## src/rtl/mux2_rr_arbiter.sv

```systemverilog
// Round-robin arbiter steering one of two valid/ready packet streams onto a shared output.
// Optional `ARB_BURST_LIMIT_EN: hand the grant over after MAX_BURST beats if the other port waits.
module mux2_rr_arbiter #(
  parameter int DATA_W    = 8,
  parameter int MAX_BURST = 4
) (
  input  logic              clk,
  input  logic              rst_n,
  input  logic              in0_valid,
  input  logic [DATA_W-1:0] in0_data,
  input  logic              in0_last,
  output logic              in0_ready,
  input  logic              in1_valid,
  input  logic [DATA_W-1:0] in1_data,
  input  logic              in1_last,
  output logic              in1_ready,
  output logic              out_valid,
  output logic [DATA_W-1:0] out_data,
  output logic              out_last,
  input  logic              out_ready,
  output logic              sel,
  output logic [1:0]        gnt
);

  if (MAX_BURST < 1 || MAX_BURST > 255) begin : g_bad_max_burst
    $error("mux2_rr_arbiter: MAX_BURST must be in 1..255");
  end

  typedef enum logic [1:0] {
    IDLE = 2'd0,
    OWN0 = 2'd1,
    OWN1 = 2'd2
  } state_e;

  state_e      state_q, state_d;
  logic        sel_q, sel_d;
  logic [1:0]  gnt_q, gnt_d;
  logic        ptr_q, ptr_d;
  logic [7:0]  cnt_q, cnt_d;

  logic busy, own_valid, oth_valid, xfer, grant;

  assign busy      = (state_q != IDLE);
  assign own_valid = sel_q ? in1_valid : in0_valid;
  assign oth_valid = sel_q ? in0_valid : in1_valid;

  assign out_valid = busy & own_valid;
  assign out_data  = sel_q ? in1_data : in0_data;
  assign out_last  = sel_q ? in1_last : in0_last;
  assign in0_ready = (state_q == OWN0) & out_ready;
  assign in1_ready = (state_q == OWN1) & out_ready;
  assign xfer      = out_valid & out_ready;

  assign sel = sel_q;
  assign gnt = gnt_q;

  // NOTE: every signal assigned in always_comb gets a default first, otherwise a latch is inferred.
  always_comb begin
    state_d = state_q;
    ptr_d   = ptr_q;
    cnt_d   = cnt_q;
    grant   = 1'b0;
    unique case (state_q)
      IDLE: begin
        if (in0_valid | in1_valid) begin
          grant   = (in0_valid & in1_valid) ? ~ptr_q : in1_valid;
          state_d = grant ? OWN1 : OWN0;
          ptr_d   = grant;
        end
      end
      OWN0, OWN1: begin
        if (xfer) begin
          if (out_last) begin
            cnt_d = 8'd0;
            if (oth_valid) begin
              state_d = sel_q ? OWN0 : OWN1;
              ptr_d   = ~sel_q;
            end else if (own_valid) begin
              ptr_d = sel_q;
            end else begin
              state_d = IDLE;
            end
          end else begin
            cnt_d = (cnt_q == 8'hFF) ? cnt_q : cnt_q + 8'd1;
`ifdef ARB_BURST_LIMIT_EN
            // Burst budget spent: yield to a waiting peer, otherwise start a fresh budget.
            if (cnt_q == 8'(MAX_BURST - 1)) begin
              cnt_d = 8'd0;
              if (oth_valid) begin
                state_d = sel_q ? OWN0 : OWN1;
                ptr_d   = ~sel_q;
              end
            end
`endif
          end
        end
      end
      default: state_d = IDLE;
    endcase
    if (state_d != state_q) cnt_d = 8'd0;
    sel_d = (state_d == OWN1) ? 1'b1 : (state_d == OWN0) ? 1'b0 : sel_q;
    gnt_d = {state_d == OWN1, state_d == OWN0};
  end

  // NOTE: sequential state uses non-blocking assignments so all registers update together.
  always_ff @(posedge clk or negedge rst_n) begin
    if (!rst_n) begin
      state_q <= IDLE;
      sel_q   <= 1'b0;
      gnt_q   <= 2'b00;
      ptr_q   <= 1'b1;
      cnt_q   <= 8'd0;
    end else begin
      state_q <= state_d;
      sel_q   <= sel_d;
      gnt_q   <= gnt_d;
      ptr_q   <= ptr_d;
      cnt_q   <= cnt_d;
    end
  end

endmodule
```

## config.mk

```make
export PLATFORM = sky130hd
export DESIGN_NAME = mux2_rr_arbiter
export DESIGN_NICKNAME = d
export VERILOG_FILES = /design/src/rtl/mux2_rr_arbiter.sv
export SDC_FILE = /design/constraint.sdc
export NUM_CORES = 1
export LEC_CHECK = 0
export CORE_UTILIZATION = 35
export DETAILED_ROUTE_END_ITERATION = 12
export HOLD_SLACK_MARGIN = 0.12
export PLACE_DENSITY = 0.78
export REMOVE_ABC_BUFFERS = 1
export SLEW_MARGIN = 10
export SYNTH_ARGS = -nofsm -noshare
export SYNTH_HDL_FRONTEND = slang
export SYNTH_SLANG_ARGS = --single-unit
```

## constraint.sdc

```tcl
create_clock -name clk -period 5.85 [get_ports clk]
set_input_delay 0.8775 -clock clk [delete_from_list [all_inputs] [get_ports clk]]
set_output_delay 0.8775 -clock clk [all_outputs]
set_load 0.03 [all_outputs]
```

After elaboration in Yosys (flattened, before gate mapping) --
Cells that the tools add are included.
Storage, ports and cells: register bits after elaboration 6, bits of input ports 23, output and inout port bits 15
Cells by class: equality and inequality tests 8, mux-type cells 21, bitwise gates (word level) 8, reduce and logical (&&, ||, !) cells 6
Operator list (number):
- 2-bit two-way mux | 7
- 1-bit two-way mux | 11
- 8-bit two-way mux | 1
- 2-bit != test, second input constant | 3
- 2-bit nonzero test | 3
- 1-bit AND | 5
- 5-bit AND reduction | 1
- 2-bit by 1-bit == test with 1-bit output, second input constant | 2
- 2-bit == test, second input constant | 2
- 2-bit case mux with 2 select lines | 1
- 3-bit != test, second input constant | 1
- 2-bit logical NOT | 1
- 1-bit inverter | 2
- 1-bit case mux with 2 select lines | 1
- 2-bit OR reduction | 1
- 1-bit OR | 1

Depth between registers and ports, before layout --
word-level depth 9, gate-level depth with buffers 8

Least setup slack after synthesis --
OpenSTA, ideal clock, no wires.
path type input -> output, start input port in1_valid, end output port out_valid, arrival time 1.504 ns, required time 4.973 ns, setup slack 3.468 ns, cell stages on the path 3, buffers on the path 1, path through clkbuf_2 > a21oi_1 > nor2_1
Between the ends: longest elaborated chain between the ends 2
RTL lines:
- start: declaration | line 13 | input logic in1_valid,
- 1-bit two-way mux | line 44 | assign own_valid = sel_q ? in1_valid : in0_valid;
- 1-bit AND | line 47 | assign out_valid = busy & own_valid;
- end: declaration | line 17 | output logic out_valid,
No other way between the ends.

Worst setup path after layout --
start input port in0_valid, end output port out_valid
Between the ends: longest elaborated chain between the ends 2
RTL lines:
- start: declaration | line 9 | input logic in0_valid,
- 1-bit two-way mux | line 44
- 1-bit AND | line 47
No other way between the ends.

==> summary.md <==
| Metric | Value |
|---|---|
| Syn Area/Cell | roughly 9.9 um2 |
| Slew Viols, Final | 0 |
| Period utilization | roughly 58% |
| CORE AREA | approximately 1500 um2 |
| Syn Inst Count | 59 |
| Initial Utilization | a little under two fifths |
| Drt pass-1 iters | 4 |
| Crit path kind | in -> out |
| Largest stage delay, worst path | 670 ps |
| Postcts setup bufs | 0 |
| Detailed Place HPWL | between 1 and 1.5 mm |
| WP data required | around 5000 ps |
| Die height | approximately 43 um |
| I/O Buffers | 37 |
| Placed cell area | 955.9 um2 |
| Critical Path Source | in0_valid |
| Setup violations, final | 0 |
| Nets@finish | about 130 |
| Hold buffers post-CTS | 0 |
| WP data arrival | about 2500 ps |
| CTS Buffer Depth | 2 |
| # DRC | 0 |
| Clock skew | around 7.0 ps |
| Clock Root Buffer | clkbuf_4 |
| Vias in the first global route | between 500 and 600 |
| Placer Congestion | between 0.6 and 0.7 |
| Die area | ~1800 um2 |
| TritonCTS Buffers | 3 |
| FF-to-FF Start | sel |
| Post-DR vias/cell | approximately 5.3 |
| Final worst path period need | between 3000 and 4000 ps |
| Die Wd | about 43 um |
| RSZ-0062 raised after global routing | no |
| Final worst setup slack | roughly 2500 ps |
| Synth-to-layout area growth | 67.38% |
| ANT cells | 0 |
| Worst min-delay path class | reg -> reg |
| Peak fanout along the critical path | 7 |
| Final ANT Viol Nets | 0 |
| Finished Cell Area | between 900 and 1000 um2 |
| Overflow after GRT | 0 |
| Final Hold Vio Count | 0 |
| DP Cell Count | 109 |
| Initial antenna violation count | 0 |
| Status | complete, no violations |
| Largest net degree at the start of global routing | 19 |
| Hold Path Origin | ptr_q |
| Starting DRC count in detailed routing | 16 |
| Clk sink count | 6 |
| Slowest-stage cell, CP | clkdlybuf4s50_1 |
| Total track usage | between 15 and 20% |
| Slew HR | about 57% |
| Post-route setup TNS | 0 ps |
| Non-Filler Instances | 113 |
| Clock Latency Late Sink | about 240 ps |
| Worst-path cell chain | clkdlybuf4s50_1 -> nor2b_1 -> a21oi_1 -> nor2_1 -> clkdlybuf4s50_1 |
| Synth cell types | 29 |
| Post_cts resized | 0 |
| Max-Cap Viols | 0 |
| Avg WL per Cell | 13.42 um |
| Overall power | 428.2 uW |
| Reg clk slew, reported paths | ~40 ps |
| Post-synthesis register bit count | 6 |
| First-pass GRT wire length | 2.456 mm |
| Fraction of layout cells with a size suffix above 1 | ~16% |
| Most Frequent Cell on Critical Path | clkdlybuf4s50_1 |
| CTS tree | done |
| CTS H-Tree Depth | 1 |
| Max Clk Rate | between 200 and 300 MHz |
| Via count | between 500 and 600 |
| Maximum VDD drop | ~0.27 mV |
| Seq/Total Area, Yosys | about a quarter |
| Startpoint types | input port |
| Syn Std Cell Area | around 590 um2 |
| Pwr Density | 436.0 nW/um2 |
| Synth Warn # | 0 |
| Pre-CTS setup slack | 2476 ps |
| Critical Path Sink Type | output pin |
| Worst-margin pin slew | 644.9 ps |
| I/O pin count | 38 |
| Lkg Pwr | approximately 0.00040 uW |
| Drt total wl | between 1.5 and 2 mm |
| # rows | 14 |
-- cell families (layout without fill, tap and decap cells) --
| kind of cell | count (synthesis) | count (layout) | synth area share (%) |
|---|---|---|---|
| buffers and inverters | 6 | 44 | 5.542 |
| AOI/OAI and AO/OA | 13 | 13 | 15.99 |
| and+or+nand+nor | 16 | 16 | 16.63 |
| DFF | 6 | 6 | 25.80 |
| adders and majority gates | 6 | 6 | 12.79 |
| muxes | 12 | 12 | 23.24 |
-- metal layers --
layer / vias to the layer above / wire [um] / global-route usage [%]
met5: - / 0 / 0
met2: 24 / 816 / 29.70
li1: 289 / - / -
met3: 0 / 81 / 1.702
met4: 0 / 0 / 7.879
met1: 285 / 618 / 21.52
-- layout by cell type, fill, tap and decap left out, drive strengths merged --
cell type	instances
o21ba	1
nor2b	2
ha	6
clkbuf	4
nand2	3
o21ai	1
dfstp	1
nand3	1
o22ai	2
nor3b	1
and3b	1
nor2	3
and2	2
a32o	1
a31oi	1
mux2	10
inv	3
dfrtp	5
o22a	2
a21oi	3
o2bb2ai	1
clkdlybuf4s50	37
nand4b	1
a311oi	1
mux2i	2
nand2b	2
-- power breakdown --
| group | leakage, uW | switching (uW) | total, uW | internal [uW] |
|---|---|---|---|---|
| registers | 0.0000749 | 25.5 | 88.2 | 62.6 |
| clock network | 0.0000150 | 15.4 | 41.2 | 25.9 |
| logic | 0.000308 | 151 | 299 | 148 |
-- through the flow --
stage | util (%) | hold slack [ps]
finish | 63.72 | 712.7
detailed placement | 62.01 | 704.7
global placement | 62.01 | 696.6
global route | 63.72 | 726.6
CTS | 63.72 | 715.6
floorplan | - | 581.9
-- worst paths after layout --
check	slack [ps]	cells past startpoint	endpoint
max in group asynchronous	4700	1	ptr_q
hold reg to reg	710	2	ptr_q
setup reg to reg	3510	6	sel
setup / recovery	2470	5	out_valid
min in group asynchronous	870	1	gnt[0]
hold / removal	710	2	ptr_q
-- final cells by class --
type | count | area [um2]
clock buffer | 4 | 26.28
inverter | 3 | 11.26
timing repair buffer | 37 | 370.4
multi-input combinational | 47 | 402.9
fill | 126 | 559.3
tap | 16 | 20.02
sequential | 6 | 151.4
-- flip-flops by register name (all words and copies together), names as in the netlist --
signal   flops
gnt          2
ptr_q        1
sel          1
state_q      2
-- critical path, delay by kind of cell --
kind / cells / cell delay [ps]
compound gates: 1 / 60
buf+inv: 2 / 1250
simple gates: 2 / 310
-- cell usage after synthesis --
library cell  instances  share of area [%]
a21oi_1               3                2.6
a311oi_1              1                1.5
a31oi_1               1                1.1
a32o_1                1                1.7
and2_1                2                2.1
and3b_1               1                1.5
buf_2                 1               0.85
buf_6                 1                1.9
clkbuf_2              1               0.85
dfrtp_1               5                 21
dfstp_2               1                4.5
ha_1                  6                 13
inv_1                 3                1.9
mux2_2                9                 17
mux2_4                1                2.6
mux2i_1               2                3.4
nand2_1               3                1.9
nand2b_1              2                2.1
nand3_1               1               0.85
nand4b_1              1                1.5
nor2_1                3                1.9
nor2b_1               1                1.1
nor2b_4               1                2.3
nor3b_1               1                1.3
o21ai_0               1               0.85
o21ba_2               1                1.7
o22a_1                2                3.0
o22ai_1               2                2.1
o2bb2ai_1             1                1.5
Note: power is estimated with default switching activity, not from simulation.
